**config.mk**
```make
export PLATFORM = sky130hd
export DESIGN_NAME = seg_scan_decoder_flat
export DESIGN_NICKNAME = d
export VERILOG_FILES = /design/src/rtl/seg_scan_decoder_if.sv /design/src/rtl/seg_scan_decoder.sv /design/src/flat_wrapper.sv
export SDC_FILE = /design/constraint.sdc
export NUM_CORES = 1
export LEC_CHECK = 0
export CORE_MARGIN = 2
export CORE_UTILIZATION = 35
export CTS_CLUSTER_SIZE = 28
export DETAILED_ROUTE_END_ITERATION = 7
export HOLD_SLACK_MARGIN = 0.03
export PLACE_DENSITY = 0.64
export SETUP_SLACK_MARGIN = 0.5
export SYNTH_ARGS = -nofsm -noshare
export SYNTH_HDL_FRONTEND = slang
export SYNTH_SLANG_ARGS = --single-unit
```
**constraint.sdc**
```tcl
create_clock -name clk -period 9.74 [get_ports clk]
set_input_delay 1.948 -clock clk [delete_from_list [all_inputs] [get_ports clk]]
set_output_delay 1.948 -clock clk [all_outputs]
set_load 0.01 [all_outputs]
```
**src/rtl/seg_scan_decoder_if.sv**
```systemverilog
// Scan-bus bundle between a multiplexed 7-segment driver and its readback decoder.
// The master drives the segment/anode lines; the slave reports the rebuilt digits.
interface seg_scan_decoder_if;
    logic [6:0] DISPLAY;
    logic [3:0] DIGIT;
    logic [3:0] dig0;
    logic [3:0] dig1;
    logic [3:0] dig2;
    logic [3:0] dig3;
    logic [3:0] dig_valid;
    logic       frame_pulse;
    logic [6:0] value;
    logic       value_ok;
    logic       bad_seg;
    logic       stall;

    modport master (
        output DISPLAY, DIGIT,
        input  dig0, dig1, dig2, dig3, dig_valid, frame_pulse, value, value_ok, bad_seg, stall
    );

    modport slave (
        input  DISPLAY, DIGIT,
        output dig0, dig1, dig2, dig3, dig_valid, frame_pulse, value, value_ok, bad_seg, stall
    );
endinterface

```
**src/rtl/seg_scan_decoder.sv**
```systemverilog
// Readback monitor for a multiplexed 7-segment scan bus: debounces each lit digit,
// decodes it to a 4-bit code, rebuilds the two-digit value and flags bad patterns/stalls.
module seg_scan_decoder #(
    parameter int STABLE_CYC  = 16,
    parameter int TIMEOUT_CYC = 1048576
) (
    input logic            clk,
    input logic            rst,
    seg_scan_decoder_if.slave bus
);
    localparam int CNT_W  = $clog2(STABLE_CYC + 1);
    localparam int IDLE_W = $clog2(TIMEOUT_CYC + 1);

    typedef enum logic [1:0] {S_WAIT, S_COUNT, S_LATCHED} state_t;

    state_t             state, state_nxt;
    logic [6:0]         seg_p0, s_seg, ref_seg, ref_seg_nxt;
    logic [3:0]         dig_p0, s_dig, ref_dig, ref_dig_nxt;
    logic [CNT_W-1:0]   stab_cnt, stab_cnt_nxt, cnt_inc;
    logic [IDLE_W-1:0]  idle_cnt;
    logic [3:0]         frame_mask, slot_bit;
    logic [3:0]         dig_r [4];
    logic [3:0]         acc_code, new_d0, new_d1;
    logic [1:0]         acc_slot;
    logic               accept, mismatch, onehot;

    function automatic logic [3:0] seg_decode(input logic [6:0] seg);
        case (seg)
            7'b1000000: return 4'd0;
            7'b1111001: return 4'd1;
            7'b0100100: return 4'd2;
            7'b0110000: return 4'd3;
            7'b0011001: return 4'd4;
            7'b0010010: return 4'd5;
            7'b0000010: return 4'd6;
            7'b1111000: return 4'd7;
            7'b0000000: return 4'd8;
            7'b0010000: return 4'd9;
            7'b1011100: return 4'd10;
            7'b1100011: return 4'd11;
            7'b1111111: return 4'd15;
            default:    return 4'd14;
        endcase
    endfunction

    function automatic logic is_onehot_low(input logic [3:0] d);
        case (d)
            4'b1110, 4'b1101, 4'b1011, 4'b0111: return 1'b1;
            default:                            return 1'b0;
        endcase
    endfunction

    function automatic logic [1:0] slot_index(input logic [3:0] d);
        case (d)
            4'b1110: return 2'd0;
            4'b1101: return 2'd1;
            4'b1011: return 2'd2;
            default: return 2'd3;
        endcase
    endfunction

    function automatic logic [6:0] to_value(input logic [3:0] tens, input logic [3:0] ones);
        logic [7:0] sum;
        sum = {1'b0, tens, 3'b000} + {3'b000, tens, 1'b0} + {4'b0000, ones};
        return sum[6:0];
    endfunction

    // Stage p0/p1: two-flop synchronizer on the asynchronous scan lines
    always_ff @(posedge clk) begin
        if (!rst) begin
            seg_p0 <= '0;
            s_seg  <= '0;
            dig_p0 <= '0;
            s_dig  <= '0;
        end else begin
            seg_p0 <= bus.DISPLAY;
            s_seg  <= seg_p0;
            dig_p0 <= bus.DIGIT;
            s_dig  <= dig_p0;
        end
    end

    assign mismatch = (s_dig != ref_dig) || (s_seg != ref_seg);
    assign onehot   = is_onehot_low(s_dig);
    assign cnt_inc  = stab_cnt + CNT_W'(1);

    always_ff @(posedge clk) begin
        if (!rst) begin
            state    <= S_WAIT;
            ref_dig  <= '0;
            ref_seg  <= '0;
            stab_cnt <= '0;
        end else begin
            state    <= state_nxt;
            ref_dig  <= ref_dig_nxt;
            ref_seg  <= ref_seg_nxt;
            stab_cnt <= stab_cnt_nxt;
        end
    end

    // Any leave from COUNT/LATCHED re-evaluates the new sample as if entering WAIT
    always_comb begin
        state_nxt    = state;
        ref_dig_nxt  = ref_dig;
        ref_seg_nxt  = ref_seg;
        stab_cnt_nxt = stab_cnt;
        if ((state == S_WAIT) || (state == S_LATCHED && s_dig != ref_dig) ||
            (state == S_COUNT && mismatch)) begin
            ref_dig_nxt  = s_dig;
            ref_seg_nxt  = s_seg;
            stab_cnt_nxt = CNT_W'(1);
            state_nxt    = onehot ? S_COUNT : S_WAIT;
        end else if (state == S_COUNT) begin
            stab_cnt_nxt = cnt_inc;
            if (cnt_inc == CNT_W'(STABLE_CYC))
                state_nxt = S_LATCHED;
        end
    end

    always_comb begin
        accept   = (state == S_COUNT) && !mismatch && (cnt_inc == CNT_W'(STABLE_CYC));
        acc_code = seg_decode(s_seg);
        acc_slot = slot_index(s_dig);
        slot_bit = 4'b0001 << acc_slot;
        new_d0   = (acc_slot == 2'd0) ? acc_code : dig_r[0];
        new_d1   = (acc_slot == 2'd1) ? acc_code : dig_r[1];
    end

    // Stage p2: registered capture, frame assembly and stall supervision
    always_ff @(posedge clk) begin
        if (!rst) begin
            for (int i = 0; i < 4; i++) dig_r[i] <= '0;
            bus.dig_valid   <= '0;
            bus.frame_pulse <= 1'b0;
            bus.value       <= '0;
            bus.value_ok    <= 1'b0;
            bus.bad_seg     <= 1'b0;
            bus.stall       <= 1'b0;
            frame_mask      <= '0;
            idle_cnt        <= '0;
        end else begin
            bus.frame_pulse <= 1'b0;
            if (accept) begin
                dig_r[acc_slot]         <= acc_code;
                bus.dig_valid[acc_slot] <= 1'b1;
                if (acc_code == 4'd14) bus.bad_seg <= 1'b1;
                idle_cnt  <= '0;
                bus.stall <= 1'b0;
                if ((frame_mask | slot_bit) == 4'b1111) begin
                    bus.frame_pulse <= 1'b1;
                    frame_mask      <= '0;
                    if (new_d1 <= 4'd9 && new_d0 <= 4'd9) begin
                        bus.value    <= to_value(new_d1, new_d0);
                        bus.value_ok <= 1'b1;
                    end else begin
                        bus.value_ok <= 1'b0;
                    end
                end else begin
                    frame_mask <= frame_mask | slot_bit;
                end
            end else if (idle_cnt != IDLE_W'(TIMEOUT_CYC)) begin
                idle_cnt <= idle_cnt + IDLE_W'(1);
                if (idle_cnt == IDLE_W'(TIMEOUT_CYC - 1)) begin
                    bus.stall     <= 1'b1;
                    bus.dig_valid <= '0;
                    bus.value_ok  <= 1'b0;
                    frame_mask    <= '0;
                end
            end
        end
    end

    assign bus.dig0 = dig_r[0];
    assign bus.dig1 = dig_r[1];
    assign bus.dig2 = dig_r[2];
    assign bus.dig3 = dig_r[3];
endmodule

```
**src/flat_wrapper.sv**
```systemverilog
// flat-port wrapper written by rule: the top's interface ports become plain ports
module seg_scan_decoder_flat 
#(
    parameter int STABLE_CYC  = 16,
    parameter int TIMEOUT_CYC = 1048576
)
  (clk, rst, bus_DISPLAY, bus_DIGIT, bus_dig0, bus_dig1, bus_dig2, bus_dig3, bus_dig_valid, bus_frame_pulse, bus_value, bus_value_ok, bus_bad_seg, bus_stall);
  seg_scan_decoder_if bus_i ();
  input logic clk;
  input logic rst;
  input wire logic [$bits(bus_i.DISPLAY)-1:0] bus_DISPLAY;
  input wire logic [$bits(bus_i.DIGIT)-1:0] bus_DIGIT;
  output wire logic [$bits(bus_i.dig0)-1:0] bus_dig0;
  output wire logic [$bits(bus_i.dig1)-1:0] bus_dig1;
  output wire logic [$bits(bus_i.dig2)-1:0] bus_dig2;
  output wire logic [$bits(bus_i.dig3)-1:0] bus_dig3;
  output wire logic [$bits(bus_i.dig_valid)-1:0] bus_dig_valid;
  output wire logic [$bits(bus_i.frame_pulse)-1:0] bus_frame_pulse;
  output wire logic [$bits(bus_i.value)-1:0] bus_value;
  output wire logic [$bits(bus_i.value_ok)-1:0] bus_value_ok;
  output wire logic [$bits(bus_i.bad_seg)-1:0] bus_bad_seg;
  output wire logic [$bits(bus_i.stall)-1:0] bus_stall;
  assign bus_i.DISPLAY = bus_DISPLAY;
  assign bus_i.DIGIT = bus_DIGIT;
  assign bus_dig0 = bus_i.dig0;
  assign bus_dig1 = bus_i.dig1;
  assign bus_dig2 = bus_i.dig2;
  assign bus_dig3 = bus_i.dig3;
  assign bus_dig_valid = bus_i.dig_valid;
  assign bus_frame_pulse = bus_i.frame_pulse;
  assign bus_value = bus_i.value;
  assign bus_value_ok = bus_i.value_ok;
  assign bus_bad_seg = bus_i.bad_seg;
  assign bus_stall = bus_i.stall;
  seg_scan_decoder #(.STABLE_CYC(STABLE_CYC), .TIMEOUT_CYC(TIMEOUT_CYC)) u_core (.clk(clk), .rst(rst), .bus(bus_i));
endmodule
```
==> impl_results.md <==
* Outcome: completed
* DIE HEIGHT at 117 um
* Period utilisation layout at 37.6%
* ANT nets after route at 0
* Fin crit period at 3660 ps
* CTS clk-pin slew, worst paths at 70 ps
* WHS Endpoint: u_core.s_seg[0]
* Synth warnings at 0
* CP delay by family, top: compound AO/OA/AOI/OAI gates
* Crit. End Element: flop
* Worst vdd ir at 117 uV
* Max Slew Vio Count at 0
* Reg2reg end: u_core.bus.value[6]
* Drt via density at 4.96
* IO Pins at 44
* Most frequent cells in the layout: 80 x dfxtp_1, 55 x nor2_1, 46 x nand2_1
* DRC violations left at 0
* WS Path Type: flop to flop
* # setup viols final at 0
* Crit path max-delay cell type: dfxtp_1
* Worst slew margin at 36.9%
* Reg2Reg Setup Slack at 6080 ps
* Standard-cell row count at 41
* Post-DP HPWL at 6810 um
* Port-buffer cells at 43
* Mapped Cells at 486
* Post-synthesis sequential element count at 96
* Final hold violations at 0
* Pwr Density at 158 nW/um2
* Antenna Cells at 0
* Leak Pwr at 1.95 nW
* FF-to-FF Start: u_core.s_seg[1]
* Main synth FF type: dfxtp_1
* Final Util at 42.2%
* Resized cells post-CTS at 0
* Fillers at 1273
* Initial Util at 35.6%
* Delay of the slowest critical-path stage at 590 ps
* Crit path max fanout at 15
* Layout cells sized above 1 at 5.41%
* Vias in the first global route at 3053
* Post-Synthesis Cell Area at 4450 um2
* Die Span X at 117 um
* Synthesized area per cell at 9.16 um2
* Layout area overhead at 18.6%
* Placement Cell Area at 4980 um2
* Core Box Area at 12500 um2
* Critical Path AT at 3950 ps
* Post-CTS setup buffers at 0
* First-pass GRT wire length at 15400 um
* CP required at 10020 ps
* Root buffer cell: clkbuf_16
* Setup crit start kind: flop
* Gr usage total at 14.5%
* CTS buffer count at 9
* Hold path depth at 1
* Gr ovfl total at 0
* Setup_tns at 0 ps
* Max-cap violations at 0
* Hold buffer count at CTS at 0
* CTS sink cnt at 96
* Drt total wl at 9440 um
* NumNets Final at 539
* Critical path cell sequence: and4b_1 > o21ai_0 > nand3_1 > o2111a_1 > o21ai_0 > ha_1 > ha_1 > inv_1 > fa_1 > inv_1 > a21o_1 > a21oi_1 > xor2_1 > nand2_1 > mux2i_1
* Commonest non-fill, non-tap cell in the layout: dfxtp_1
* CTS max path bufs at 2
* Setup Skew at 7.37 ps
* H-tree Lvls at 3
* Post-synth EDFFs at 16
* HP Class: flop to flop
* Die area at 13600 um2
* Register area share after synthesis at 46.8%
* WP buf/inv at 2
* Via count at 3424
* Fmax at 0.273 GHz
* Clk_lat worst skew at 350 ps
* Async set or reset register ratio after synthesis at 0%
* Initial antenna violation count at 0
* R2r worst-path depth at 15
* Hold Crit Start: u_core.seg_p0[0]
* Mean routed wirelength per cell at 13.7 um
* DR pass1 iterations at 5
* Actual slew at the worst max-slew pin at 939 ps
* Unrepaired setup endpoints after global routing: no
* Mapped Nets at 512
* Placer's final routability congestion estimate at 0.825
* Number of distinct library cells after synthesis at 53
* CTS tree: built
* Largest net degree at the start of global routing at 45
* Starting DRT DRC Count at 214
* Post-route cell area at 5280 um2
synthesized netlist by cell type (all sizes together) (3+ instances only):
cell | count | share of area, %
a21oi | 20 | 2.2
and2 | 26 | 3.7
and4b | 5 | 1.1
buf | 5 | 0.84
clkbuf | 24 | 2.0
dfxtp | 80 | 36
edfxtp | 16 | 11
ha | 12 | 3.4
inv | 17 | 1.4
mux2i | 20 | 4.5
nand2 | 46 | 3.9
nand2b | 3 | 0.42
nand3 | 19 | 2.1
nand4 | 9 | 1.3
nand4b | 3 | 0.59
nor2 | 55 | 4.6
nor3 | 9 | 1.0
nor3b | 4 | 0.67
nor4 | 5 | 0.84
nor4b | 5 | 0.98
o21ai | 23 | 2.6
o22ai | 3 | 0.42
or2 | 6 | 0.84
or3 | 4 | 0.56
xnor2 | 15 | 3.0
xor2 | 22 | 4.3
cell families (layout without fill, tap and decap cells):
group | count (synthesis) | count (layout) | synth area share [%]
buf+inv | 46 | 78 | 4.30
flops | 96 | 96 | 46.8
simple gates | 210 | 210 | 24.7
compound gates | 63 | 63 | 8.38
xor+xnor | 37 | 37 | 7.28
fa+ha+maj | 13 | 13 | 3.82
mux | 21 | 21 | 4.75
routing by layer:
layer / wire, um / vias up / share of wire [%] / track usage [%]
li1: - / 1724 / - / -
met1: 4770 / 1622 / 51 / 20.5
met2: 4160 / 66 / 44 / 21.8
met3: 394 / 12 / 4.2 / 3.35
met4: 108 / 0 / 1.1 / 4.71
met5: 0 / - / 0 / 0
state kept, by name (all words and copies together) (netlist names), 2 cells and up:
name,count
u_core.dig_r,16
u_core.s_seg,7
u_core.s_dig,4
u_core.ref_seg,7
u_core.stab_cnt,5
u_core.bus.dig_valid,4
u_core.ref_dig,4
u_core.idle_cnt,21
u_core.frame_mask,4
u_core.bus.value,7
u_core.state,2
u_core.seg_p0,7
u_core.dig_p0,4
worst max path at each step:
stage	from	to	depth (start not counted)
2_1_floorplan	u_core.s_seg[0]	u_core.bus.value[6]	16
3_3_place_gp	rst	u_core.dig_r[2][2]	5
3_5_place_dp	rst	u_core.dig_r[0][1]	5
4_1_cts	u_core.s_seg[1]	u_core.bus.value[6]	15
5_1_grt	u_core.s_seg[1]	u_core.bus.value[6]	15
6_report	u_core.s_seg[1]	u_core.bus.value[6]	15
final cells by class:
type | count | area (um2) | area share [%]
Clock buffer | 9 | 225 | 4.27
Clock inverter | 7 | 70.1 | 1.33
Inverter | 17 | 63.8 | 1.21
Multi-Input combinational cell | 344 | 2180 | 41.3
Sequential cell | 96 | 2080 | 39.4
Tap cell | 172 | 215 | 4.08
Timing Repair Buffer | 45 | 445 | 8.44
where the power goes:
group | switching, mW | internal (mW) | total (mW) | leakage, nW
registers | 0.0104 | 0.413 | 0.423 | 0.803
clock network | 0.171 | 0.181 | 0.351 | 0.142
logic | 0.0312 | 0.0307 | 0.0619 | 1.01
total | 0.212 | 0.624 | 0.836 | 1.95
stage by stage:
stage / setup WS, ps / total power, mW / instances / hold WS (ps)
after floorplan: 6510 / 0.471 / 486 / 412
after global placement: 6040 / 0.493 / 674 / 417
after CTS: 6090 / 0.845 / 690 / 436
final: 6080 / 0.836 / 690 / 434
after global routing: 5780 / 0.870 / 690 / 456
after detailed placement: 5970 / 0.494 / 674 / 418
(Power assumes the default switching activity.)
